$ cat config.mk
export PLATFORM = sky130hd
export DESIGN_NAME = route_comp_adaptive
export DESIGN_NICKNAME = d
export VERILOG_FILES = /design/src/rtl/router_pkg.sv /design/src/rtl/route_sel.sv /design/src/rtl/route_comp_adaptive.sv
export SDC_FILE = /design/constraint.sdc
export NUM_CORES = 1
export LEC_CHECK = 0
export ABC_CLOCK_PERIOD_IN_PS = 1900
export CORE_MARGIN = 2
export CORE_UTILIZATION = 43
export DETAILED_ROUTE_END_ITERATION = 16
export PLACE_DENSITY = 0.85
export SYNTH_ARGS = -nofsm -noshare
export SYNTH_HDL_FRONTEND = slang
export SYNTH_SLANG_ARGS = --single-unit
$ cat constraint.sdc
create_clock -name clk -period 1.9 [get_ports clk]
set_input_delay 0.475 -clock clk [delete_from_list [all_inputs] [get_ports clk]]
set_output_delay 0.475 -clock clk [all_outputs]
set_load 0.01 [all_outputs]
$ cat src/rtl/router_pkg.sv
// Shared flit layout, flit type codes and port-direction encoding for the torus router.
// No logic of its own; the two helpers are pure combinational functions.
// Backpressure: not applicable.
package router_pkg;

    localparam int FLIT_SIZE    = 32;

    // Flit type field
    localparam int TYPE_POS     = 0;
    localparam int TYPE_W       = 2;
    localparam logic [1:0] HEAD        = 2'd0;
    localparam logic [1:0] BODY        = 2'd1;
    localparam logic [1:0] TAIL        = 2'd2;
    localparam logic [1:0] SINGLE_FLIT = 2'd3;

    // Header fields
    localparam int VC_CLASS_POS = 2;
    localparam int XW           = 3;
    localparam int YW           = 3;
    localparam int ZW           = 3;
    localparam int DST_X_POS    = 3;
    localparam int DST_Y_POS    = DST_X_POS + XW;
    localparam int DST_Z_POS    = DST_Y_POS + YW;
    localparam int CMP_POS      = DST_Z_POS + ZW;
    localparam int CMP_LEN      = 4;

    // Port directions; dir[2:1] is the dimension (3 = local port)
    localparam logic [2:0] DIR_XPOS   = 3'd0;
    localparam logic [2:0] DIR_XNEG   = 3'd1;
    localparam logic [2:0] DIR_YPOS   = 3'd2;
    localparam logic [2:0] DIR_YNEG   = 3'd3;
    localparam logic [2:0] DIR_ZPOS   = 3'd4;
    localparam logic [2:0] DIR_ZNEG   = 3'd5;
    localparam logic [2:0] DIR_EJECT  = 3'd6;
    localparam logic [2:0] DIR_INJECT = 3'd7;

    // Productive direction in one dimension: {neg, pos}; 00 = already resolved.
    // Ties at exactly half the ring go positive.
    function automatic logic [1:0] prod_dir(input logic [2:0] dst, input int cur, input int size);
        logic [3:0] d;
        logic [3:0] sz;
        logic [3:0] cu;
        logic [1:0] res;
        sz = 4'(size);
        cu = 4'(cur);
        d  = {1'b0, dst} + sz - cu;
        if (d >= sz) begin
            d = d - sz;
        end
        if (d == 4'd0) begin
            res = 2'b00;
        end else if ({d, 1'b0} <= {1'b0, sz}) begin
            res = 2'b01;
        end else begin
            res = 2'b10;
        end
        return res;
    endfunction

    // Lowest set bit of a XPOS..ZNEG mask as a direction; EJECT when empty.
    function automatic logic [2:0] first_dir(input logic [5:0] mask);
        logic [2:0] res;
        res = DIR_EJECT;
        for (int i = 5; i >= 0; i--) begin
            if (mask[i]) begin
                res = 3'(i);
            end
        end
        return res;
    endfunction

endpackage

$ cat src/rtl/route_sel.sv
// Route selection: productive directions per dimension, then DOR or minimal-adaptive pick.
// Latency: purely combinational.
// Backpressure: none; result is sampled by the parent only on an input transfer.
module route_sel
    import router_pkg::*;
#(
    parameter int CUR_X      = 0,
    parameter int CUR_Y      = 0,
    parameter int CUR_Z      = 0,
    parameter int XSIZE      = 4,
    parameter int YSIZE      = 4,
    parameter int ZSIZE      = 4,
    parameter int ROUTE_MODE = 0
) (
    input  logic [XW-1:0] dst_x,
    input  logic [YW-1:0] dst_y,
    input  logic [ZW-1:0] dst_z,
    input  logic [5:0]    cong,
    output logic [2:0]    dir
);

    logic [1:0] px;
    logic [1:0] py;
    logic [1:0] pz;
    logic [5:0] cand;
    logic [5:0] free;

    assign px = prod_dir(dst_x, CUR_X, XSIZE);
    assign py = prod_dir(dst_y, CUR_Y, YSIZE);
    assign pz = prod_dir(dst_z, CUR_Z, ZSIZE);

    // Candidate mask in XPOS..ZNEG bit order, then the pick for the selected mode
    always_comb begin
        cand = {pz, py, px};
        free = 6'd0;
        dir  = DIR_EJECT;
        if (ROUTE_MODE == 0) begin
            // At most one bit per dimension, so the lowest bit is the first unresolved dim
            dir = first_dir(cand);
        end else begin
            // Removing these turns keeps the channel dependency graph acyclic
            cand[DIR_YNEG] = cand[DIR_YNEG] & ~(|px);
            cand[DIR_ZNEG] = cand[DIR_ZNEG] & ~(|px) & ~(|py);
            free = cand & ~cong;
            if (|free) begin
                dir = first_dir(free);
            end else begin
                dir = first_dir(cand);
            end
        end
    end

endmodule

$ cat src/rtl/route_comp_adaptive.sv
// Route computation stage: routes heads, locks the route per packet, rewrites VC class and priority.
// Latency: 1 cycle through a one-deep output register; full throughput when out_ready stays high.
// Backpressure: in_ready = ~out_valid | out_ready; output held stable while stalled.
module route_comp_adaptive
    import router_pkg::*;
#(
    parameter int CUR_X      = 0,
    parameter int CUR_Y      = 0,
    parameter int CUR_Z      = 0,
    parameter int XSIZE      = 4,
    parameter int YSIZE      = 4,
    parameter int ZSIZE      = 4,
    parameter int ROUTE_MODE = 0,
    parameter int PRIO_MODE  = 0
) (
    input  logic                 clk,
    input  logic                 rst,
    input  logic                 in_valid,
    output logic                 in_ready,
    input  logic [FLIT_SIZE-1:0] in_flit,
    input  logic [2:0]           dir_in,
    input  logic [5:0]           cong,
    output logic                 out_valid,
    input  logic                 out_ready,
    output logic [FLIT_SIZE-1:0] out_flit,
    output logic [2:0]           out_dir,
    output logic                 eject_en,
    output logic                 pkt_open,
    output logic                 proto_err
);

    logic [1:0]           in_type;
    logic                 is_head;
    logic                 is_tail;
    logic                 accept;
    logic [2:0]           route_dir;
    logic                 wrap_hop;
    logic                 nxt_class;
    logic [CMP_LEN-1:0]   prio_in;
    logic [CMP_LEN-1:0]   prio_nxt;
    logic [FLIT_SIZE-1:0] nxt_flit;

    assign in_type  = in_flit[TYPE_POS +: TYPE_W];
    assign is_head  = (in_type == HEAD) || (in_type == SINGLE_FLIT);
    assign is_tail  = (in_type == TAIL);
    assign in_ready = ~out_valid | out_ready;
    assign accept   = in_valid & in_ready;
    assign eject_en = out_valid && (out_dir == DIR_EJECT);
    assign prio_in  = in_flit[CMP_POS +: CMP_LEN];

    route_sel #(
        .CUR_X      (CUR_X),
        .CUR_Y      (CUR_Y),
        .CUR_Z      (CUR_Z),
        .XSIZE      (XSIZE),
        .YSIZE      (YSIZE),
        .ZSIZE      (ZSIZE),
        .ROUTE_MODE (ROUTE_MODE)
    ) u_route_sel (
        .dst_x (in_flit[DST_X_POS +: XW]),
        .dst_y (in_flit[DST_Y_POS +: YW]),
        .dst_z (in_flit[DST_Z_POS +: ZW]),
        .cong  (cong),
        .dir   (route_dir)
    );

    // Dateline detection: the chosen hop leaves on this router's wrap-around link
    always_comb begin
        case (route_dir)
            DIR_XPOS: wrap_hop = (CUR_X == XSIZE - 1);
            DIR_XNEG: wrap_hop = (CUR_X == 0);
            DIR_YPOS: wrap_hop = (CUR_Y == YSIZE - 1);
            DIR_YNEG: wrap_hop = (CUR_Y == 0);
            DIR_ZPOS: wrap_hop = (CUR_Z == ZSIZE - 1);
            DIR_ZNEG: wrap_hop = (CUR_Z == 0);
            default:  wrap_hop = 1'b0;
        endcase
    end

    // Header rewrite for head/single; body/tail pass through untouched
    always_comb begin
        nxt_flit = in_flit;
        if (dir_in == DIR_INJECT || route_dir[2:1] != dir_in[2:1]) begin
            nxt_class = 1'b0;
        end else if (wrap_hop) begin
            nxt_class = 1'b1;
        end else begin
            nxt_class = in_flit[VC_CLASS_POS];
        end
        if (PRIO_MODE == 0 && prio_in != '0) begin
            prio_nxt = prio_in - CMP_LEN'(1);
        end else begin
            prio_nxt = prio_in;
        end
        if (is_head) begin
            nxt_flit[VC_CLASS_POS]        = nxt_class;
            nxt_flit[CMP_POS +: CMP_LEN]  = prio_nxt;
        end
    end

    // Output register and route lock; a new route only loads when the flit register does
    always_ff @(posedge clk or posedge rst) begin
        if (rst) begin
            out_valid <= 1'b0;
            out_flit  <= '0;
            out_dir   <= DIR_EJECT;
        end else if (accept) begin
            out_valid <= 1'b1;
            out_flit  <= nxt_flit;
            if (is_head) begin
                out_dir <= route_dir;
            end
        end else if (out_ready) begin
            out_valid <= 1'b0;
        end
    end

    // Packet framing tracker and sticky protocol error
    always_ff @(posedge clk or posedge rst) begin
        if (rst) begin
            pkt_open  <= 1'b0;
            proto_err <= 1'b0;
        end else if (accept) begin
            if (is_head) begin
                pkt_open <= (in_type == HEAD);
                if (pkt_open) begin
                    proto_err <= 1'b1;
                end
            end else begin
                if (!pkt_open) begin
                    proto_err <= 1'b1;
                end
                if (is_tail) begin
                    pkt_open <= 1'b0;
                end
            end
        end
    end

endmodule

After elaboration in Yosys (flattened, before gate mapping)
Index checks and enable logic that the tools add are counted.
{ "word_totals": {"register_bits": 38, "latch_bits": 0, "ramBits": 0, "romBits": 0, "out_inout_bits": 40, "wordCells": 73, "mem_count": 0} }
{ "classes": {"n_addsub": 7, "n_mul": 0, "div_mod_pow": 0, "n_lt_le_gt_ge": 6, "eq_ne": 10, "shifts": 0, "muxes": 28, "bitwise": 3, "reduce_logical": 14} }
{ "ops": {"columns": ["cell", "n"], "rows": [
  ["2-to-1 mux 4 bit", 5],
  ["2-to-1 mux 2 bit", 8],
  ["less-or-equal comparator 5 x 3 -> 1 bit (second input constant)", 3],
  ["adder 3 x 3 -> 4 bit (second input constant)", 3],
  [">= comparator 4 x 3 -> 1 bit (second input constant)", 3],
  ["logical NOT 4 bit", 3],
  ["2-to-1 mux 3 bit", 4],
  ["subtractor 4 x 3 -> 4 bit (second input constant)", 3],
  ["2-to-1 mux 1 bit", 11],
  ["== test 3 bit (second input constant)", 3],
  ["== test 2 bit (second input constant)", 2],
  ["AND reduction 2 bit", 2],
  ["nonzero test 2 bit", 2],
  ["nonzero test 4 bit", 1],
  ["subtractor 4 x 1 -> 4 bit (second input constant)", 1],
  ["== test 3 x 1 -> 1 bit (second input constant)", 1],
  ["== test 3 x 2 -> 1 bit (second input constant)", 1],
  ["AND reduction 3 bit", 1],
  ["OR reduction 3 bit", 1],
  ["logical NOT 2 bit", 1],
  ["logical OR 1 bit", 2],
  ["inequality test 2 x 1 -> 1 bit (second input constant)", 1],
  ["inequality test 2 bit", 1],
  ["inequality test 2 bit (second input constant)", 1],
  ["other kinds (4)", 4]
]} }

Depth between registers and ports, before layout
{ "logic_depth": {"ltp_word": 18, "mapped_depth": 7} }

By module
A second synthesis with hierarchy kept.
{ "hier_totals": {"cells_unflattened": 132, "area_unflattened_um2": 1809.2} }
{ "by_module_without_submodules": {"columns": ["mod", "n_inst", "cells_each", "area_per_inst_um2", "seq_area_each_um2"], "rows": [
  ["route_comp_adaptive", 1, 122, 1744.2, 953.4],
  ["route_sel", 1, 10, 65.1, 0.0]
]} }

Least setup slack after synthesis
No wires, ideal clock.
{ "synth_timing": {"path_type": "input to register", "startpoint": "input in_flit[0]", "endpoint": "register out_flit[15]", "setup_time_ps": 76, "t_arrival_ps": 1622, "t_required_ps": 1824, "setup_slack_ps": 202, "cell_stages": 7, "n_path_buf": 1, "cell_sequence": "inv_1 ha_1 buf_2 or4_1 nor3_1 a21oi_1 o21ai_1"} }
{ "synth_via": {"elab_chain_cells": 3, "elab_cells_between_ends": 4, "cone_classes": "1 x eq/ne; 1 x mux; 2 x reduce/logical"} }
{ "synth_rtl": {"columns": ["item", "line_no", "source"], "rows": [
  ["from (decl)", "route_comp_adaptive.sv:20", "input logic [FLIT_SIZE-1:0] in_flit,"],
  ["== test 2 bit or logical NOT 2 bit (tied branches)", "route_comp_adaptive.sv:44", "assign is_head = (in_type == HEAD) || (in_type == SINGLE_FLIT);"],
  ["logical OR 1 bit *", "route_comp_adaptive.sv:44", null],
  ["2-to-1 mux 4 bit *", "route_comp_adaptive.sv:95", "if (is_head) begin"],
  ["to (signal assigned)", "route_comp_adaptive.sv:109", "out_flit <= nxt_flit;"],
  ["to (decl)", "route_comp_adaptive.sv:25", "output logic [FLIT_SIZE-1:0] out_flit,"]
]} }
Every way passes the cells marked *; elsewhere a longest branch is shown, timed or not.
A chain may end at the register's enable or synchronous reset.

Final worst setup path
Ends and elaborated chain as after synthesis.

==> summary.txt <==
Routing
  • WL/cell: between 10 and 15 um
  • Vias post-DR: 1417
  • Final WL: 4.13 mm
  • Via density: 4.97
  • Initial DRC Count: 54
  • DR pass1 iterations: 4
  • Drt drc: 0
  • Post-DRT Antenna Nets: 0

Min path
  • Hold Path Origin: proto_err$_DFFE_PP0P_
  • Hold crit path type: flop to flop

Floorplan
  • Die height: 67.3 um
  • Total die area: 4530 um^2
  • Num ports: 85
  • Starting Density: 44.0%
  • Die X: 67.3 um
  • Placeable Area: 3910 um^2
  • Placement row count: 23

Setup path
  • Worst r2r src: out_valid$_DFFE_PP0P_
  • Startpoint types: input pin
  • Crit Path Category: input pin to flop
  • Worst setup EP type: flop
  • Worst EP arrival: 2.07 ns
  • Worst Path Max Fanout: 5
  • CP required: between 2 and 2.5 ns
  • Critical path origin: in_flit[0]

STA
  • Final worst-path cycle share: 97.3%
  • Count of final setup violators: 0
  • Final Hold Fails: 0
  • Post-layout min period: 1.85 ns
  • Setup TNS: 0 ns
  • Actual slew at the worst max-slew pin: 0.372 ns
  • Fmax: 541 MHz
  • Relative slew slack: 74.5%
  • Max Slew Vio Count: 0
  • Fin Clk Skew: 0.00631 ns

Power and ir drop
  • Logic pwr share: 27.9%
  • Leakage power: 1.18 nW
  • Switching Fraction: around a quarter
  • Power density over the cells: approximately 830 nW/um^2
  • NetSw: slightly below 0.0006 W
  • Sequential Power Share: 42.2%
  • Int Power: 0.00175 W
  • Tot Pwr: around 0.0023 W
  • VDD IR max: 0.000560 V
  • Clock power frac: 29.9%

Final layout
  • Layout cells sized above 1: 27.7%
  • Post-layout util: between 70% and 80%
  • Nets: between 200 and 300
  • Most frequent cells in the layout: clkdlybuf4s50_1, dfrtp_1, mux2_2
  • Antenna cell count: 0
  • Most common cell after layout, fill and taps aside: clkdlybuf4s50_1
  • Synthesis-to-finish area growth: 63.5%
  • Fin area: 2820 um^2

Yosys
  • Post-synthesis sequential area ratio: 55.3%
  • Number of synthesized register bits: 38
  • Post-synthesis cell count: 137
  • Synth area leaders: dfrtp_1, mux2_2, dfstp_2
  • Area share of the largest cell type after synthesis: 52.3%
  • Net count after synthesis: 185
  • Mapped Area: about 1700 um^2
  • Synth area leader: dfrtp_1
  • Synth Area per Inst: 12.6 um^2
  • Yosys warnings: 0
  • Synth unique cells: 34

Job
  • Max-cap violations: 0

CTS
  • Hold_buf cts: 0
  • Clk root buf: clkbuf_8
  • Post-CTS repair timing setup buffer count: 0
  • H-tree depth: 2
  • CTS sink cnt: 38
  • Clk slew on worst S/H paths: 0.08 ns
  • Clk Latency, worst-skew pair: 0.29 ns
  • Worst-case clock buffer depth: 2
  • CTS tree: done
  • Number of CTS-inserted buffers: 5

Placed design
  • GPL Wtd Cong: ~0.76
  • Dpl hpwl: roughly 3.1 mm
  • Placed inst area: approximately 2700 um^2
  • Number of buffers added on ports: 78

Status
  • Outcome: finished clean

GRT
  • Final global-route overflow total: 0
  • Vias in the first global route: 1472
  • Initial antenna violation count: 0
  • Largest net degree at the start of global routing: 39
  • First-pass GRT wire length: between 6 and 7 mm
  • All-Layer GR Usage: between 10% and 20%
[power groups by stage]
stage               registers [W]  logic [W]  clock network (W)
floorplan                 0.00105   0.000192                  0
global placement         0.000994   0.000637                  0
detailed placement        0.00100   0.000649                  0
CTS                      0.000987   0.000657           0.000711
global route             0.000999   0.000699           0.000751
finish                   0.000985   0.000650           0.000699
[layout make-up]
cell class              instances  area, um^2
fillers                       313        1100
flip-flops and latches         38         953
repair buffers                 96         926
multi-input cells              88         739
clock buffers                   6        82.6
well taps                      50        62.6
clock inverters                 1        30.0
inverters                       6        22.5
[kinds of logic (layout without fill, tap and decap cells)]
family | Yosys count | in the layout | share of synthesized area (%)
adder cells (fa/ha/maj) | 3 | 3 | 2.18
buffers and inverters | 11 | 109 | 2.98
AO/OA/AOI/OAI | 27 | 27 | 9.59
AND/OR/NAND/NOR | 26 | 26 | 9.51
XOR/XNOR | 3 | 3 | 1.53
flip-flops | 38 | 38 | 55.3
multiplexers | 29 | 29 | 18.9
[flip-flops by register name, summed over array words and instances (netlist names)]
name and cells:
out_flit 32, proto_err 1, out_valid 1, pkt_open 1, out_dir 3
[per-layer routing]
layer | global-route usage (%) | up-vias | part of all wire, %
met4 | 6.89 | 0 | 1.7
met3 | 7.67 | 7 | 8.2
li1 | - | 675 | -
met1 | 24.0 | 679 | 39
met5 | 0 | - | 0
met2 | 32.5 | 56 | 51
[cell usage after synthesis]
| cell | instances |
|---|---|
| a2111oi_0 | 1 |
| a211oi_1 | 1 |
| a211oi_2 | 1 |
| a21oi_1 | 8 |
| a311oi_1 | 1 |
| and3_2 | 1 |
| and4b_1 | 1 |
| buf_2 | 2 |
| buf_4 | 2 |
| clkbuf_1 | 1 |
| dfrtp_1 | 36 |
| dfstp_2 | 2 |
| ha_1 | 3 |
| inv_1 | 6 |
| mux2_2 | 28 |
| mux2i_1 | 1 |
| nand2_1 | 7 |
| nand2_2 | 1 |
| nand2b_1 | 4 |
| nor2_1 | 4 |
| nor3_1 | 2 |
| nor3_2 | 1 |
| nor3b_1 | 1 |
| nor4_4 | 1 |
| o21a_1 | 1 |
| o21ai_0 | 9 |
| o21ai_1 | 1 |
| o21bai_1 | 2 |
| o31ai_1 | 2 |
| or2_2 | 1 |
| or3_4 | 1 |
| or4_1 | 1 |
| xnor2_1 | 2 |
| xor2_1 | 1 |
[what timing repair did]
action                     CTS  global route
resized for setup            3             2
gates cloned                 0             0
setup endpoints to repair    5             2
[stage by stage]
step | setup WS (ns) | hold WS (ns) | instances
floorplan | 0.202 | 0.500 | 137
global placement | -0.287 | 0.461 | 278
detailed placement | -0.333 | 0.462 | 278
CTS | 0.0507 | 0.482 | 285
global route | -0.0417 | 0.517 | 285
finish | 0.0509 | 0.485 | 285
[path summary, 6_finish.rpt]
check	to	slack [ns]	depth (start not counted)
setup / recovery	out_flit[15]$_DFFE_PP0P_	0.05	7
hold / removal	proto_err$_DFFE_PP0P_	0.49	1
setup reg to reg	out_flit[18]$_DFFE_PP0P_	0.44	5
hold reg to reg	proto_err$_DFFE_PP0P_	0.49	1
max in group asynchronous	out_dir[2]$_DFFE_PP1P_	1.10	3
min in group asynchronous	out_flit[28]$_DFFE_PP0P_	0.54	3
[critical path, stage by stage]
cell and delay [ns]:
clkdlybuf4s50_1 0.48, inv_1 0.08, ha_4 0.27, or4_1 0.45
nor3_2 0.13, a21oi_1 0.06, o21ai_1 0.12
(Power assumes the default switching activity.)
